[config.mk]
export PLATFORM = sky130hd
export DESIGN_NAME = imem_loader
export DESIGN_NICKNAME = d
export VERILOG_FILES = /design/src/rtl/imem_loader.sv
export SDC_FILE = /design/constraint.sdc
export NUM_CORES = 1
export LEC_CHECK = 0
export ABC_AREA = 1
export CAP_MARGIN = 10
export CORE_UTILIZATION = 50
export CTS_BUF_LIST = sky130_fd_sc_hd__clkbuf_4 sky130_fd_sc_hd__clkbuf_8 sky130_fd_sc_hd__clkbuf_16
export DETAILED_ROUTE_END_ITERATION = 16
export GPL_TIMING_DRIVEN = 0
export PLACE_DENSITY = 0.8
export SYNTH_ARGS = -nofsm -noshare
export SYNTH_HDL_FRONTEND = slang
export SYNTH_SLANG_ARGS = --single-unit
[constraint.sdc]
create_clock -name clk_i -period 4.1 [get_ports clk_i]
set_input_delay 1.025 -clock clk_i [delete_from_list [all_inputs] [get_ports clk_i]]
set_output_delay 1.025 -clock clk_i [all_outputs]
set_load 0.01 [all_outputs]
[src/rtl/imem_loader.sv]
// Instruction-memory program loader: framed little-endian byte stream in, 32-bit
// word writes out at consecutive addresses from 0, validated by a trailing XOR checksum.
module imem_loader #(
  parameter int unsigned AW = 10
) (
  input  logic          clk_i,
  input  logic          rst_i,
  input  logic          start_i,
  input  logic          byte_valid_i,
  input  logic [7:0]    byte_data_i,
  output logic          byte_ready_o,
  output logic          mem_we_o,
  output logic [AW-1:0] mem_addr_o,
  output logic [31:0]   mem_wdata_o,
  output logic          busy_o,
  output logic          done_o,
  output logic          error_o,
  output logic [AW:0]   word_count_o
);

  typedef enum logic [2:0] {
    StIdle, StLenLo, StLenHi, StData, StWrite, StCheck, StDone, StErr
  } state_e;

  localparam logic [16:0] MaxLen = 17'(1) << AW;

  state_e        state_q, state_d;
  logic [15:0]   len_q;
  logic [1:0]    idx_q;
  logic [7:0]    csum_q;
  logic [AW:0]   count_q;
  logic [AW-1:0] addr_q;
  logic [31:0]   wdata_q;
  logic          byte_ready_q, mem_we_q, busy_q, done_q, error_q;

  logic          accept;
  logic          start_ok;
  logic [15:0]   len_next;
  logic [15:0]   count_inc;

  // byte_ready_q tracks state_q exactly, so accept never depends combinationally on an output path
  assign accept    = byte_valid_i && byte_ready_q;
  assign start_ok  = start_i && (state_q inside {StIdle, StDone, StErr});
  assign len_next  = {byte_data_i, len_q[7:0]};
  assign count_inc = 16'(count_q) + 16'd1;

  always_comb begin
    state_d = state_q;
    unique case (state_q)
      StIdle, StDone, StErr: begin
        if (start_i) begin
          state_d = StLenLo;
        end else if (state_q == StDone) begin
          state_d = StIdle;
        end
      end
      StLenLo: if (accept) state_d = StLenHi;
      StLenHi: begin
        if (accept) begin
          if ({1'b0, len_next} > MaxLen) begin
            state_d = StErr;
          end else if (len_next == 16'd0) begin
            state_d = StCheck;
          end else begin
            state_d = StData;
          end
        end
      end
      StData:  if (accept && idx_q == 2'd3) state_d = StWrite;
      StWrite: state_d = (count_inc == len_q) ? StCheck : StData;
      StCheck: if (accept) state_d = (byte_data_i == csum_q) ? StDone : StErr;
      default: state_d = StIdle;
    endcase
  end

  always_ff @(posedge clk_i or posedge rst_i) begin
    if (rst_i) begin
      state_q      <= StIdle;
      len_q        <= '0;
      idx_q        <= '0;
      csum_q       <= '0;
      count_q      <= '0;
      addr_q       <= '0;
      wdata_q      <= '0;
      byte_ready_q <= 1'b0;
      mem_we_q     <= 1'b0;
      busy_q       <= 1'b0;
      done_q       <= 1'b0;
      error_q      <= 1'b0;
    end else begin
      state_q      <= state_d;
      byte_ready_q <= state_d inside {StLenLo, StLenHi, StData, StCheck};
      busy_q       <= state_d inside {StLenLo, StLenHi, StData, StWrite, StCheck};
      mem_we_q     <= (state_d == StWrite);
      done_q       <= (state_d == StDone);
      error_q      <= (state_d == StErr);

      if (start_ok) begin
        len_q   <= '0;
        idx_q   <= '0;
        csum_q  <= '0;
        count_q <= '0;
      end

      if (accept) begin
        unique case (state_q)
          StLenLo: len_q[7:0]  <= byte_data_i;
          StLenHi: len_q[15:8] <= byte_data_i;
          StData: begin
            // Shift in from the top so byte k lands in bits [8k+7:8k] after four bytes
            wdata_q <= {byte_data_i, wdata_q[31:8]};
            csum_q  <= csum_q ^ byte_data_i;
            idx_q   <= idx_q + 2'd1;
            if (idx_q == 2'd3) addr_q <= count_q[AW-1:0];
          end
          default: ;
        endcase
      end

      if (state_q == StWrite) count_q <= count_q + {{AW{1'b0}}, 1'b1};
    end
  end

  assign byte_ready_o = byte_ready_q;
  assign mem_we_o     = mem_we_q;
  assign mem_addr_o   = addr_q;
  assign mem_wdata_o  = wdata_q;
  assign busy_o       = busy_q;
  assign done_o       = done_q;
  assign error_o      = error_q;
  assign word_count_o = count_q;

endmodule

### After elaboration in Yosys (flattened, before gate mapping)

Index checks and enable logic that the tools add are counted.

* add/subtract/negate cells: 3
* order comparisons: 1
* eq/ne operators: 17
* multiplexer cells: 23
* bitwise operators: 1
* reductions and logical operators: 12

Operators by type and width (number)
* two-way mux 8 bit: 5
* two-way mux 16 bit: 2
* two-way mux 3 bit: 9
* equality test 3 bit (second input constant): 8
* two-way mux 11 bit: 2
* one-hot mux 3 bit (6 select lines): 1
* equality test 12 x 16 -> 1 bit: 1
* > comparator 16 x 11 -> 1 bit (second input constant): 1
* zero test 16 bit: 1
* adder 11 x 1 -> 12 bit (second input constant): 1
* equality test 3 x 2 -> 1 bit (second input constant): 4
* adder 11 x 1 -> 11 bit (second input constant): 1
* equality test 8 bit: 1
* bitwise XOR 8 bit: 1
* equality test 3 x 1 -> 1 bit (second input constant): 2
* two-way mux 2 bit: 3
* nonzero test 5 bit: 1
* nonzero test 4 bit: 1
* logical AND 1 bit: 3
* zero test 3 bit: 1
* AND reduction 3 bit: 1
* nonzero test 3 bit: 1
* OR reduction 3 bit: 1
* adder 2 x 1 -> 2 bit (second input constant): 1
* other kinds (4): 4

* bits in registers: 87
* output and inout bits: 58
* word-level logic and storage cells: 69

### Logic depth before layout (Yosys ltp)

Gate-level depths: netlist (run 1).

* depth in word-level cells: 7
* gate-level depth with buffers: 15
* depth with buffers taken out: 15

### Least setup slack after synthesis (run 1)

Ideal clock, no wire load.

* path kind: input to register
* from: in byte_valid_i
* to: reg done_q, in the netlist done_o
* arrival: 2.015 ns
* required time: 3.979 ns
* slack: 1.964 ns
* stages on the path: 12
* buffers on the path: 0
* cell sequence: nand2_1 -> inv_1 -> nand2_1 -> inv_2 -> nand2_1 -> inv_2 -> nor2_1 -> nand2_1 -> a21oi_2 -> nand2_2 -> nand2_1 -> nor2_1

* word-level cells in the longest chain between the ends: 5

RTL lines
* start: declaration: RTL line 9 `input logic byte_valid_i,`
* logical AND 1 bit (*): RTL line 42 `assign accept = byte_valid_i && byte_ready_q;`
* logical AND 1 bit: RTL line 69 `StData: if (accept && idx_q == 2'd3) state_d = StWrite;`
* two-way mux 3 bit: RTL line 69
* one-hot mux 3 bit (6 select lines) (*): RTL line 49 `unique case (state_q)`
* net state_d[2]: RTL line 27 `state_e state_q, state_d;`
* equality test 3 bit (*): RTL line 95 `done_q <= (state_d == StDone);`
* end signal: assignment: RTL line 95
* end: declaration: RTL line 34 `logic byte_ready_q, mem_we_q, busy_q, done_q, error_q;`

The timed path passes the listed nets; every way through them passes the cells marked *.
A chain may end at the register's enable or synchronous reset.

### Final worst setup path (run 1)

Ends and elaborated chain as after synthesis.

==> flow_summary.json, run 1 <==
{
  "yosys-top-cells-count": "156 x nand2_1, 87 x dfrtp_1, 64 x nand3_1",
  "worst_pin_slew_ns": 0.591,
  "syn_inst": 519,
  "design_area_sq_um": 5160,
  "path_cells": "clkdlybuf4s50_1, nand2_1, inv_1, nand2_1, inv_2, nand2_1, inv_2, nor2_1, nand2_1, a21oi_2, nand2_2, nand2_1, nor2_1",
  "die_x_um": 92.8,
  "pwr_density_cell_nw_per_um2": 638,
  "synth_area_sq_um": 4120,
  "grt_use_total_pct": 25.3,
  "wl_um": 10100,
  "via_per_inst": 5.36,
  "fin_worst_skew_ns": 0.0143,
  "hp-start": "mem_addr_o[8]",
  "synth-warning-count": 0,
  "place.gp.congestion": 0.893,
  "cts_tree": "done",
  "end_kind": "flip-flop",
  "ant_nets": 0,
  "hold_slack_ns": 0.490,
  "yosysMostFrequentCell": "nand2_1",
  "drc": 0,
  "cts_buffers": 9,
  "num_io_pins": 70,
  "slew_headroom_pct": 60.5,
  "num_vias": 3788,
  "cp_slowest_cell": "clkdlybuf4s50_1",
  "dieArea_sq_um": 8600,
  "rows": 32,
  "hold_buffers": 0,
  "critical_path.top_delay_family": "simple AND/OR/NAND/NOR gates",
  "dieHeight_um": 92.8,
  "synth_area_leader_cell": "dfrtp_1",
  "slowest_delay_ns": 0.39,
  "nNetsFinal": 614,
  "arrival_ns": 2.83,
  "r2r_start": "word_count_o[0]",
  "fin_crit_ns": 2.58,
  "place_area_sq_um": 4970,
  "area_growth_syn_to_layout_pct": 25.4,
  "clkTransAtPathRegs_ns": 0.09,
  "clk_latency_ns": 0.36,
  "hp-class": "flip-flop to flip-flop",
  "antenna_found_initial": 0,
  "wire_per_inst_um": 14.3,
  "status": "complete, no violations",
  "finalCritPeriodShare_pct": 63.0,
  "crit_start": "byte_valid_i",
  "grt-ovfl-total": 0,
  "final.fill_count": 674,
  "crit_top_cell": "nand2_1",
  "dr.first_iter.drc_count": 232,
  "port_buffers": 69,
  "root_buffer": "clkbuf_8",
  "drive_gt1_share_pct": 5.79,
  "core_area_sq_um": 7850,
  "yosys-top-cells-area": "dfrtp_1 53%, nand2_1 14%, nand3_1 7.8%",
  "synth.avg_cell_area_sq_um": 7.94,
  "p_leak_nw": 2.43,
  "dp.cells": 691,
  "yosysSeqAreaShare_pct": 52.9,
  "setup_violations": 0,
  "maxCapViolations": 0,
  "fmax_mhz": 387,
  "ir_drop_uv": 420,
  "synthDistinctLibCells": 23,
  "cp_max_fo": 10,
  "drt-pass1-iter-count": 4,
  "cts.htree.levels": 3,
  "syn-num-nets": 533,
  "finalNonFillerCells": 707,
  "dp_hpwl_um": 7450,
  "grt_pass1_wl_um": 16900,
  "synth_edf_count": 0,
  "yosys.area.top_type_share_pct": 52.9,
  "drv_slew": 0,
  "async_flop_share_pct": 100,
  "hold_viol_final": 0,
  "postCtsSetupBuffers": 0,
  "critPathKind": "primary input to flip-flop",
  "cts_sinks": 87,
  "start_kind": "primary input",
  "diodes": 0,
  "grt_max_degree": 65,
  "grt_setup_unrepaired": "false",
  "cts_buffer_depth": 2,
  "start_util_pct": 52.5,
  "ctsResizeCount": 0,
  "worst-path-buf-inv": 4,
  "cp_data_required_time_ns": 4.34,
  "grt_pass1_vias": 3574,
  "ys.flop_type": "dfrtp_1",
  "synth-seq-cells": 87
}
-- cell type report --
type	count	area, sq um	share of cell area, %
flip-flops and latches	87	2180	42.2
well taps	102	128	2.47
inverters	61	231	4.48
multi-input cells	356	1660	32.0
repair buffers	70	718	13.9
clock buffers	11	151	2.93
clock inverters	5	46.3	0.896
plain buffers	15	57.6	1.11
-- where the power goes --
group	switching, mW	internal [mW]	total, mW
Sequential	0.204	1.14	1.34
Clock	0.329	0.265	0.594
Combinational	0.767	0.589	1.36
-- per-layer routing --
metal  vias up  routed length [um]  share of wire [%]  global-route usage, %
met4         0                 197                1.9                   10.3
met3        17                 660                6.5                   4.35
met2       143                5020                 50                   41.9
met5         -                   0                  0                      0
met1      1802                4250                 42                   33.0
li1       1826                   -                  -                      -
-- flip-flops by register name, summed over array words and instances (netlist names), 2 cells and up --
register,cells
word_count_o,11
idx_q,2
csum_q,8
state_q,3
mem_wdata_o,32
mem_addr_o,10
len_q,16
-- per-stage QoR --
| step | power [mW] | TNS (ns) | setup WS, ns | utilization (%) |
|---|---|---|---|---|
| 4_1_cts | 3.31 | 0 | 1.56 | 65.8 |
| 5_1_grt | 3.52 | 0 | 1.37 | 65.8 |
| 2_1_floorplan | 2.11 | 0 | 0.825 | - |
| 3_5_place_dp | 2.71 | 0 | 1.17 | 63.3 |
| 6_report | 3.29 | 0 | 1.52 | 65.8 |
| 3_3_place_gp | 2.65 | -35.36 | -0.412 | 62.9 |
-- worst paths after layout --
| kind | to | slack [ns] | cells after the start |
|---|---|---|---|
| hold reg to reg | mem_addr_o[8] | 0.49 | 2 |
| hold / removal | mem_addr_o[8] | 0.49 | 2 |
| setup / recovery | done_o | 1.52 | 13 |
| min in group asynchronous | mem_addr_o[1] | 0.98 | 2 |
| setup reg to reg | done_o | 1.87 | 14 |
| max in group asynchronous | state_q[1] | 2.53 | 3 |
-- placed cells by master, fill, tap and decap left out, drive strengths merged --
cell	Yosys	final
ha	2	2
o22ai	6	6
clkbuf	14	25
dfrtp	87	87
nor3	3	3
clkinv	0	1
and3	1	1
nor2	35	35
a21oi	5	5
o21ai	62	62
nand4	6	6
buf	1	2
xnor2	3	3
nand3	64	64
inv	61	65
nand2	161	161
clkdlybuf4s50	0	69
nand3b	2	2
o21bai	1	1
xor2	5	5
-- worst reg2reg max path, delay by kind of cell (launching register included) --
family | cells | cell delay, ns
flip-flops | 1 | 0.45
adder cells (fa/ha/maj) | 1 | 0.23
AND/OR/NAND/NOR | 12 | 1.24
AO/OA/AOI/OAI | 1 | 0.20
-- cells by family after synthesis --
logic type	count (synthesis)	synth area share [%]
AO/OA/AOI/OAI	74	9.42
adder cells (fa/ha/maj)	2	0.607
AND/OR/NAND/NOR	272	28.5
buffers and inverters	76	6.96
XOR/XNOR	8	1.70
flip-flops	87	52.9
(Power assumes the default switching activity.)
==> inputs of run 2 (changes only) <==
--- a/config.mk
+++ b/config.mk
@@ -7,7 +7,7 @@
 export LEC_CHECK = 0
 export ABC_AREA = 1
 export CAP_MARGIN = 10
-export CORE_UTILIZATION = 50
+export CORE_UTILIZATION = 48
 export CTS_BUF_LIST = sky130_fd_sc_hd__clkbuf_4 sky130_fd_sc_hd__clkbuf_8 sky130_fd_sc_hd__clkbuf_16
 export DETAILED_ROUTE_END_ITERATION = 16
 export GPL_TIMING_DRIVEN = 0
==> constraint.sdc (replaced) <==
create_clock -name clk_i -period 2.3 [get_ports clk_i]
set_input_delay 0.575 -clock clk_i [delete_from_list [all_inputs] [get_ports clk_i]]
set_output_delay 0.575 -clock clk_i [all_outputs]
set_load 0.01 [all_outputs]
==> run 2 against run 1 <==
Worst hold slack worse by 0.0024 ns. Power increased by 86%. Clock skew up 0.0013 ns. Sequential power increased by 80%. Clock power rose by 110%. Global-route usage is 0.43 points higher. Combinational power rose by 80%. Core utilization is 1.9 points lower. Sequential cell count unchanged. First-iteration DRC count decreased by 9.5%. Register-to-register slack worse by 1.7 ns. Critical endpoint unchanged. Largest cell class unchanged. Highest routed layer unchanged.
==> flow_summary.json, run 2 (same netlist as run 1, synthesis figures left out) <==
{
  "fin_crit_ns": 2.17,
  "cp_max_fo": 10,
  "setup_tns_ns": 0,
  "nNetsFinal": 617,
  "grt_max_degree": 43,
  "cts_buffers": 9,
  "root_buffer": "clkbuf_8",
  "largest_reg_flops": 32,
  "grt_pass1_wl_um": 17600,
  "start_util_pct": 49.9,
  "p_total_mw": 6.11,
  "dr.first_iter.drc_count": 210,
  "core_area_sq_um": 8260,
  "pwr_density_cell_nw_per_um2": 1160,
  "grt-ovfl-total": 0,
  "start_kind": "primary input",
  "cts.htree.levels": 3,
  "ant_nets": 0,
  "drv_slew": 0,
  "worst_pin_slew_ns": 0.927,
  "dieHeight_um": 94.6,
  "cp_data_required_time_ns": 2.55,
  "wire_per_inst_um": 14.5,
  "hold_viol_final": 0,
  "clk_latency_ns": 0.37,
  "fmax_mhz": 462,
  "drc": 0,
  "cts_buffer_depth": 2,
  "cts_sinks": 87,
  "maxCapViolations": 0,
  "num_vias": 3801,
  "clkTransAtPathRegs_ns": 0.09,
  "arrival_ns": 2.42,
  "dieArea_sq_um": 8960,
  "num_io_pins": 70,
  "setup_violations": 0,
  "finalNonFillerCells": 713,
  "fin_worst_skew_ns": 0.0157,
  "critPathKind": "primary input to flip-flop",
  "dp.cells": 695,
  "place.gp.congestion": 0.891,
  "hp-class": "flip-flop to flip-flop",
  "final_common_cell": "nand2_1",
  "diodes": 0,
  "grt_pass1_vias": 3787,
  "finalCritPeriodShare_pct": 94.2,
  "rows": 33,
  "wl_um": 10300,
  "die_x_um": 94.6,
  "ir_drop_uv": 672,
  "slew_headroom_pct": 38.1,
  "hold_slack_ns": 0.487,
  "p_leak_nw": 2.46,
  "dp_hpwl_um": 7650,
  "area_growth_syn_to_layout_pct": 28.2,
  "port_buffers": 69,
  "antenna_found_initial": 0,
  "status": "complete, no violations",
  "cts_tree": "done",
  "utilization_pct": 63.9,
  "grt_setup_unrepaired": "false",
  "grt_use_total_pct": 25.7,
  "drive_gt1_share_pct": 7.24,
  "via_per_inst": 5.33,
  "drt-pass1-iter-count": 4,
  "end_kind": "flip-flop",
  "final_cell_mix": "155 x nand2_1, 86 x dfrtp_1, 69 x clkdlybuf4s50_1, 63 x nand3_1, 61 x o21ai_0"
}
[run 2: cell types whose count changed in the layout (fill, tap and decap cells not counted), moves of 2 or more]
cell | before | now
clkbuf_8 | 11 | 9
nor2_1 | 29 | 27
buf_4 | 0 | 2
bufinv_16 | 0 | 2
[run 2: path summary, 6_finish.rpt]
path / depth (start not counted) / from / slack [ns] / to
max in group asynchronous: 4 / rst_i / 0.76 / mem_we_o
hold reg to reg: 2 / mem_addr_o[2] / 0.49 / mem_addr_o[2]
setup reg to reg: 14 / word_count_o[1] / 0.21 / done_o
hold / removal: 2 / mem_addr_o[2] / 0.49 / mem_addr_o[2]
min in group asynchronous: 2 / rst_i / 0.74 / mem_addr_o[0]
setup / recovery: 13 / byte_valid_i / 0.13 / done_o
[run 2: worst max-delay path: stages]
cell and delay, ns:
clkdlybuf4s50_1 0.40, nand2_1 0.12, inv_1 0.11, nand2_1 0.28
inv_2 0.09, nand2_1 0.18, inv_2 0.08, nor2_1 0.11
nand2_1 0.10, a21oi_2 0.16, nand2_2 0.10, nand2_1 0.08
nor2_1 0.04
[run 2: cell type report]
cell class                 count  area [sq um]
inverter                      61           233
tap                          105           131
timing repair buffer          73           761
multi-input combinational    356          1690
clock inverter                 7           109
fill                         720          2980
sequential                    87          2180
buffer                        15          57.6
clock buffer                   9           124
[run 2: power breakdown]
| part | internal, mW | leakage [nW] | switching (mW) | total, mW |
|---|---|---|---|---|
| sequential | 2.03 | 1.15 | 0.375 | 2.41 |
| combinational | 1.07 | 1.20 | 1.39 | 2.45 |
| clock | 0.639 | 0.119 | 0.617 | 1.26 |
[run 2: per-layer routing]
layer / vias up / GRT usage (%) / share of wire (%)
li1: 1835 / - / -
met3: 26 / 4.75 / 5.4
met4: 0 / 11.2 / 2.7
met5: - / 0 / 0
met2: 114 / 42.4 / 49
met1: 1826 / 33.2 / 43
[run 2: metrics by stage]
stage | setup slack, ns | instance area, sq um
final | 0.134 | 5280
after detailed placement | -0.174 | 5000
after global placement | -0.176 | 4940
after CTS | 0.118 | 5230
after global routing | 0.00250 | 5280
after floorplan | 0.503 | 4120
[run 2: repair_timing]
item	4_1_cts	5_1_grt
setup endpoints to repair	0	4
hold buffers	0	0
gates resized for setup	0	9
setup buffers	0	2
==> RTL change, RTL diff (config.mk and constraints of run 2) <==
`AW`: 10 -> 9.
--- a/src/rtl/imem_loader.sv
+++ b/src/rtl/imem_loader.sv
@@ -2,5 +2,5 @@
 // word writes out at consecutive addresses from 0, validated by a trailing XOR checksum.
 module imem_loader #(
-  parameter int unsigned AW = 10
+  parameter int unsigned AW = 9
 ) (
   input  logic          clk_i,
Ports: changed (resized mem_addr_o and word_count_o); port bits go from 70 to 68. The function was not compared with the original's and may differ.
==> RTL change against run 2 <==
Core utilization increased by 0.30 points; area after synthesis decreased by 4.2%; die area decreased by 4.1%; critical path type is now reg -> reg; design area decreased by 4.5%; first-iteration DRC count increased by 24%; routed wire length decreased by 8.8%; count of clock-buffer cells in the layout unchanged; sequential cell count decreased by 2; maximum frequency increased by 5.3%; setup slack improved by 0.11 ns; combinational power decreased by 6%; highest routed layer unchanged; total power decreased by 2.6%; register-to-register slack improved by 0.03 ns.
==> RTL change: results (changes against run 2) <==
| Metric | Value |
|---|---|
| Global placement routability congestion | `0.931 (was 0.891)` |
| First-pass GRT wire length | `16,400 um (was 17,600 um)` |
| WP data arrival | `2.32 ns (was 2.42 ns)` |
| Final Net Count | `571 (was 617)` |
| Syn nets | `491 (was 533)` |
| Synth cell types | `30 (was 23)` |
| Leak | `2.35 nW (was 2.46 nW)` |
| Share of cells above drive strength 1 | `8.54% (was 7.24%)` |
| IR drop worst, VDD | `0.690 mV (was 0.672 mV)` |
| Port Buf Inserts | `67 (was 69)` |
| Status | `completed (unchanged)` |
| Non-Filler Instances | `664 (was 713)` |
| R2R setup slack | `0.24 ns (was 0.21 ns)` |
| Sequential area share after synthesis | `53.9% (was 52.9%)` |
| Worst-Margin Slew | `0.538 ns (was 0.927 ns)` |
| Iter 0 DRT Violations | `261 (was 210)` |
| DR WL/cell | `14.2 um (was 14.5 um)` |
| Dpl ws | `-0.0835 ns (was -0.174 ns)` |
| Hold WS | `0.493 ns (was 0.487 ns)` |
| Worst clock skew | `0.00965 ns (was 0.0157 ns)` |
| Inst Count DP | `648 (was 695)` |
| Fillers | `659 (was 720)` |
| Vias in the first global route | `3,393 (was 3,787)` |
| Synth top cells by count | `nand2_1, dfrtp_1, o21ai_0, inv_1, nand3_1 (was nand2_1, dfrtp_1, nand3_1, o21ai_0, inv_1)` |
| Synth area leaders | `dfrtp_1, nand2_1, o21ai_0, nand3_1, inv_1 (was dfrtp_1, nand2_1, nand3_1, o21ai_0, inv_1)` |
| Worst-path fanout max | `8 (was 10)` |
| Post-DP HPWL | `7020 um (was 7650 um)` |
| Largest net degree at the start of global routing | `44 (was 43)` |
| Total global-route track usage | `24.8% (was 25.7%)` |
| Vias/cell | `5.26 (was 5.33)` |
==> RTL change: cell types whose count changed after synthesis, moves of 7 or more <==
cell / delta
nand3_1: -13
nand2_1: -23
o21ai_0: -10
o21ai_1: +10
inv_1: -7
==> RTL change: area by class of cell <==
class	count	area, um^2	share of cell area (%)
buffer	13	53.8	1.07
tap	102	128	2.53
timing repair buffer	69	711	14.1
multi-input combinational	320	1540	30.6
clock buffer	9	124	2.46
clock inverter	7	128	2.53
inverter	59	225	4.47
sequential	85	2130	42.2
==> RTL change: final timing paths <==
check / startpoint / to / cells past startpoint
worst max-delay path: word_count_o[0] / byte_ready_o / 12
min in group asynchronous: rst_i / mem_addr_o[0] / 2
max in group asynchronous: rst_i / len_q[1] / 4
worst min register to register: mem_wdata_o[4] / mem_wdata_o[4] / 2
worst min-delay path: mem_wdata_o[4] / mem_wdata_o[4] / 2
worst max register to register: word_count_o[0] / byte_ready_o / 12
==> RTL change: cell families after synthesis <==
group | after synthesis | share of synthesized area, %
compound gates | 74 | 9.74
xor+xnor | 9 | 2.00
flops | 85 | 53.9
simple gates | 235 | 26.7
fa+ha+maj | 2 | 0.634
buf+inv | 72 | 6.98
==> RTL change: power breakdown <==
group          internal, mW  switching [mW]
sequential             1.97           0.376
combinational          1.00            1.30
clock                 0.738           0.568
==> RTL change: routing by layer <==
layer	vias up	GRT usage [%]	wire length [um]
li1	1697	-	-
met1	1674	32.4	4210
met2	105	39.9	4580
met3	14	6.16	508
met4	0	9.36	128
met5	-	0	0
==> RTL change: metrics by stage <==
step           total power [mW]  area [um^2]
2_1_floorplan              3.68         3950
3_3_place_gp               4.56         4750
3_5_place_dp               4.66         4790
4_1_cts                    5.99         5040
5_1_grt                    6.40         5040
6_report                   5.95         5040
==> RTL change: what timing repair did <==
item / CTS / global route
resized for setup: 0 / 1
endpoints found under the setup margin: 0 / 4
buffers inserted: 0 / 0
==> RTL change: worst max-delay path, cell delays in order, from the launching register on <==
cell      delay [ns]
dfrtp_2         0.46
ha_1            0.23
nand2_1         0.13
nor2_4          0.16
nand2_1         0.09
nand3b_1        0.09
nand3_1         0.09
nor3_2          0.24
nand4_1         0.17
nand3_2         0.14
inv_1           0.05
nand2_1         0.05
nand2_1         0.05
